===== src/rtl/common_types_pkg.sv =====
`default_nettype none
// ============================================================================
//  Module      : common_types_pkg
//  Description : Shared word type and the dump-engine state encoding.
//  Revision    : 1.0 - initial release
// ============================================================================
package common_types_pkg;

  localparam int WORD_W = 32;

  typedef logic [WORD_W-1:0] word_t;

  typedef enum logic [2:0] {
    ST_IDLE   = 3'd0,
    ST_LD_ACC = 3'd1,
    ST_LD_WR  = 3'd2,
    ST_DP_RD  = 3'd3,
    ST_DP_OUT = 3'd4,
    ST_DONE   = 3'd5
  } dump_state_t;

endpackage : common_types_pkg
`default_nettype wire


===== src/rtl/ram_dump_engine.sv =====
`default_nettype none
// ============================================================================
//  Module      : ram_dump_engine
//  Description : Debug-port initiator that loads a program image into RAM
//                while holding the CPU, then dumps RAM once the CPU halts.
//  Revision    : 1.0 - initial release
// ============================================================================
module ram_dump_engine
  import common_types_pkg::*;
#(
  parameter logic [31:0] BASE_ADDR = 32'h0000_0000,
  parameter int          NUM_WORDS = 1024
) (
  input  logic        clk,
  input  logic        nrst,
  input  logic        halt,
  input  logic        load_start,
  input  word_t       load_data,
  input  logic        load_last,
  input  logic        load_valid,
  output logic        load_ready,
  output logic        cpu_hold,
  output logic        override_ctrl,
  output logic        iren,
  output logic        dren,
  output logic        dwen,
  output word_t       iaddr,
  output word_t       daddr,
  output word_t       dstore,
  input  logic        dwait,
  input  word_t       dload,
  output word_t       dump_addr,
  output word_t       dump_data,
  output logic        dump_valid,
  input  logic        dump_ready,
  output logic        dump_done,
  output logic        load_ovf
);

  localparam int               CNT_W    = $clog2(NUM_WORDS + 1);
  localparam logic [CNT_W-1:0] CNT_FULL = CNT_W'(NUM_WORDS);
  localparam logic [CNT_W-1:0] LAST_IDX = CNT_W'(NUM_WORDS - 1);

  dump_state_t      state_q, state_d;
  logic [CNT_W-1:0] cnt_q, cnt_d, cnt_nx;
  logic             last_q, last_d;
  logic             done_q, done_d;
  logic             ovf_q, ovf_d;
  word_t            daddr_q, daddr_d;
  word_t            dstore_q, dstore_d;
  word_t            dump_data_q, dump_data_d;
  word_t            dump_addr_q, dump_addr_d;

  function automatic word_t addr_of(input logic [CNT_W-1:0] idx);
    return BASE_ADDR + (word_t'(idx) << 2);
  endfunction

  // The address is latched on entry to a request state so it is already
  // stable in the first request cycle.
  always_comb begin
    state_d     = state_q;
    cnt_d       = cnt_q;
    cnt_nx      = cnt_q + 1'b1;
    last_d      = last_q;
    done_d      = done_q;
    ovf_d       = ovf_q;
    daddr_d     = daddr_q;
    dstore_d    = dstore_q;
    dump_data_d = dump_data_q;
    dump_addr_d = dump_addr_q;

    case (state_q)
      ST_IDLE: begin
        if (load_start) begin
          state_d = ST_LD_ACC;
          cnt_d   = '0;
          ovf_d   = 1'b0;
          done_d  = 1'b0;
        end else if (halt && !done_q) begin
          state_d = ST_DP_RD;
          cnt_d   = '0;
          daddr_d = addr_of('0);
        end
      end
      ST_LD_ACC: begin
        if (load_valid) begin
          dstore_d = load_data;
          last_d   = load_last;
          daddr_d  = addr_of(cnt_q);
          state_d  = ST_LD_WR;
        end
      end
      ST_LD_WR: begin
        if (!dwait) begin
          cnt_d = cnt_nx;
          if (last_q) begin
            state_d = ST_IDLE;
          end else if (cnt_nx == CNT_FULL) begin
            state_d = ST_IDLE;
            ovf_d   = 1'b1;
          end else begin
            state_d = ST_LD_ACC;
          end
        end
      end
      ST_DP_RD: begin
        if (!dwait) begin
          dump_data_d = dload;
          dump_addr_d = daddr_q;
          state_d     = ST_DP_OUT;
        end
      end
      ST_DP_OUT: begin
        if (dump_ready) begin
          if (cnt_q == LAST_IDX) begin
            state_d = ST_DONE;
          end else begin
            cnt_d   = cnt_nx;
            daddr_d = addr_of(cnt_nx);
            state_d = ST_DP_RD;
          end
        end
      end
      ST_DONE: begin
        done_d  = 1'b1;
        state_d = ST_IDLE;
      end
      default: state_d = ST_IDLE;
    endcase
  end

  always_ff @(posedge clk or negedge nrst) begin
    if (!nrst) begin
      state_q     <= ST_IDLE;
      cnt_q       <= '0;
      last_q      <= 1'b0;
      done_q      <= 1'b0;
      ovf_q       <= 1'b0;
      daddr_q     <= '0;
      dstore_q    <= '0;
      dump_data_q <= '0;
      dump_addr_q <= '0;
    end else begin
      state_q     <= state_d;
      cnt_q       <= cnt_d;
      last_q      <= last_d;
      done_q      <= done_d;
      ovf_q       <= ovf_d;
      daddr_q     <= daddr_d;
      dstore_q    <= dstore_d;
      dump_data_q <= dump_data_d;
      dump_addr_q <= dump_addr_d;
    end
  end

  assign load_ready    = (state_q == ST_LD_ACC);
  assign dwen          = (state_q == ST_LD_WR);
  assign dren          = (state_q == ST_DP_RD);
  assign dump_valid    = (state_q == ST_DP_OUT);
  assign cpu_hold      = (state_q == ST_LD_ACC) || (state_q == ST_LD_WR);
  assign override_ctrl = (state_q != ST_IDLE) && (state_q != ST_DONE);
  assign iren          = 1'b0;
  assign iaddr         = '0;
  assign daddr         = daddr_q;
  assign dstore        = dstore_q;
  assign dump_data     = dump_data_q;
  assign dump_addr     = dump_addr_q;
  assign dump_done     = done_q;
  assign load_ovf      = ovf_q;

endmodule : ram_dump_engine
`default_nettype wire


===== config.mk =====
export PLATFORM = sky130hd
export DESIGN_NAME = ram_dump_engine
export DESIGN_NICKNAME = d
export VERILOG_FILES = /design/src/rtl/common_types_pkg.sv /design/src/rtl/ram_dump_engine.sv
export SDC_FILE = /design/constraint.sdc
export NUM_CORES = 1
export LEC_CHECK = 0
export ABC_CLOCK_PERIOD_IN_PS = 4500
export CAP_MARGIN = 20
export CORE_MARGIN = 2
export CORE_UTILIZATION = 45
export DETAILED_ROUTE_END_ITERATION = 10
export GPL_ROUTABILITY_DRIVEN = 0
export PLACE_DENSITY = 0.86
export SYNTH_ARGS = -nofsm -noshare
export SYNTH_HDL_FRONTEND = slang
export SYNTH_SLANG_ARGS = --single-unit

===== constraint.sdc =====
create_clock -name clk -period 4.5 [get_ports clk]
set_clock_uncertainty 0.15 [all_clocks]
set_input_delay 0.675 -clock clk [delete_from_list [all_inputs] [get_ports clk]]
set_output_delay 0.675 -clock clk [all_outputs]
set_load 0.1 [all_outputs]

==> summary.md <==
| Metric | Value |
|---|---|
| Status | finished clean |
| Synth top area share | 49.6% |
| Mapped Area | 5200 um2 |
| Top_reg_cell synth | dfrtp_1 |
| Die Wd | 111 um |
| Filler instances | 919 |
| Iter 0 DRT Violations | 209 |
| Slew margin rel. | 31.9% |
| Area growth, synth to finish | 33.6% |
| Worst hold path class | in2async |
| Layout Nets | 671 |
| Hold buffer count at CTS | 0 |
| Initial core utilization | 45.7% |
| Final Hold Viols | 0 |
| Most frequent cell after synthesis | dfrtp_1 |
| GR Overflow Total | 0 |
| Num CTS Buffers | 9 |
| Register area share after synthesis | 49.6% |
| Slew of the pin with the lowest slew margin | 1.02 ns |
| Die ar. | 12,400 um2 |
| Worst-Skew Late Latency | 0.34 ns |
| I/O pin count | 241 |
| Mapped Cells | 444 |
| Ant. Diodes | 0 |
| Worst setup endpoint | cpu_hold |
| Largest net degree at the start of global routing | 73 |
| Max_cap viols | 0 |
| Worst path required time | 3.67 ns |
| Synth unique cells | 58 |
| Top cell type by total area after synthesis | dfrtp_1 |
| Gr usage total | 19.1% |
| Vias in the first global route | 3,703 |
| Chip Height | 111 um |
| Fin crit share | 79.2% |
| CP Launch Point | state_q[1] |
| Worst R2R End | dump_addr[7] |
| # port buffers | 165 |
| Vias/cell | 5.06 |
| Fin. max-slew vios | 0 |
| Maximum fanout along the worst path | 11 |
| Rows | 39 |
| Final-report setup violation count | 0 |
| CTS tree | built |
| Most area-consuming cells after synthesis | dfrtp_1, mux2_2, buf_4 |
| Post-CTS setup buffer count | 0 |
| Drt drc | 0 |
| Arr. time, crit path | 2.74 ns |
| Worst hold slack | 0.309 ns |
| Post-DRT Antenna Nets | 0 |
| DP Wirelength | 9020 um |
| Fmax | 280 MHz |
| Crit path launch type | register |
| Minimum clock period | 3.57 ns |
| Post-synth top cells | dfrtp_1, buf_4, mux2_2, a21oi_1, nor2_1 |
| Crit Path Class | reg2out |
| # resized after CTS | 0 |
| Final WL | 12,200 um |
| H-tree levels | 3 |
| Via count | 3,777 |
| Clk sinks | 103 |
| Root Buffer | clkbuf_16 |
| Worst r2r src | state_q[1] |
| DP Area | 6620 um2 |
| Slowest CP cell | clkdlybuf4s50_1 |
| Clock buffer depth | 2 |
| Synth async-reset ratio | 100% |
| WL/cell | 16.3 um |
| Finished Cell Area | 6950 um2 |
| Largest stage delay on the critical path | 1.18 ns |
| Core Footprint | 11,400 um2 |
| Ys Warns | 0 |
| Reg2reg setup slack | 1.91 ns |
| Post-synth EDFFs | 0 |
| Worst setup EP type | primary output |
| First-pass GRT wire length | 19,100 um |
| RSZ-0062 raised after global routing | false |
| Avg Cell Area, Syn | 11.7 um2 |
| Antenna violations before repair | 0 |
| CP Cell Sequence | nor2_1 > nand2_1 > o21ai_0 > clkdlybuf4s50_1 |
| R2r worst-path depth | 5 |
| Clock Pin Slew Worst Setup and Hold Paths | 0.07 ns |
| Share of cells above drive strength 1 | 19.6% |
| Setup TNS | 0 ns |
| DR pass1 iterations | 4 |
| Synth Register Bits | 103 |
[stage by stage]
stage / setup WS (ns) / cells / utilization, %
6_report: 0.934 / 746 / 61.1
5_1_grt: 0.847 / 746 / 61.1
4_1_cts: 0.969 / 746 / 61.1
3_5_place_dp: 1.35 / 730 / 58.2
3_3_place_gp: 1.40 / 730 / 58.2
2_1_floorplan: 0.903 / 518 / -
[cells in the final DEF, fill, tap and decap left out, types with 3 or more instances in the layout]
cell type / count
a21oi_1: 24
a21oi_2: 4
a31oi_1: 11
and3_1: 4
buf_4: 6
clkbuf_16: 9
clkdlybuf4s50_1: 163
conb_1: 75
dfrtp_1: 103
inv_1: 3
inv_6: 3
mux2_2: 77
nand2_1: 16
nand2b_1: 5
nand3_1: 5
nand4_1: 3
nor2_1: 24
nor3_1: 3
o21ai_0: 12
[critical path, delay by kind of cell, from the launching register on]
kind | cells | cell delay (ns)
simple gates | 2 | 0.53
flops | 1 | 0.49
compound gates | 1 | 0.20
buf+inv | 1 | 1.18
[final cells by class]
cell class                 count  area [um2]  area share [%]
tap                          143         179            2.58
clock buffer                   9         225            3.24
timing repair buffer         169        1680            24.1
sequential                   103        2580            37.1
inverter                       5        18.8           0.270
clock inverter                 7         103            1.48
multi-input combinational    310        2170            31.2
[flip-flops by register name, summed over array words and instances (netlist names)]
signal / count
dstore: 32
dump_data: 32
cnt_q: 11
daddr: 11
dump_addr: 11
state_q: 3
dump_done: 1
last_q: 1
load_ovf: 1
[cells by family (layout without fill, tap and decap cells)]
| logic type | count (synthesis) | after routing | share of synthesized area (%) |
|---|---|---|---|
| compound gates | 76 | 76 | 10.7 |
| xor+xnor | 2 | 2 | 0.337 |
| fa+ha+maj | 1 | 1 | 0.241 |
| buf+inv | 105 | 190 | 14.2 |
| flops | 103 | 103 | 49.6 |
| mux | 78 | 78 | 16.9 |
| other cells | 1 | 75 | 0.0721 |
| simple gates | 78 | 78 | 8.04 |
[worst min path at each step]
stage | end | slack [ns] | from | cells after the start
after floorplan | cnt_q[0] | 0.23 | nrst | 0
after global placement | dstore[25] | 0.34 | dstore[25] | 1
final | daddr[3] | 0.31 | nrst | 1
after detailed placement | dump_data[3] | 0.34 | dump_data[3] | 1
after global routing | dump_data[1] | 0.37 | dump_data[1] | 1
after CTS | cnt_q[0] | 0.35 | nrst | 1
[layer usage]
| metal | part of all wire, % | track usage [%] |
|---|---|---|
| met4 | 2.8 | 8.97 |
| met2 | 53 | 34.3 |
| met3 | 6.3 | 2.94 |
| met5 | 0 | 0 |
| met1 | 38 | 22.3 |
Power is left out: the tool's default activity adds up to more than one toggle a clock period on the data nets, which glitch-free logic cannot reach.
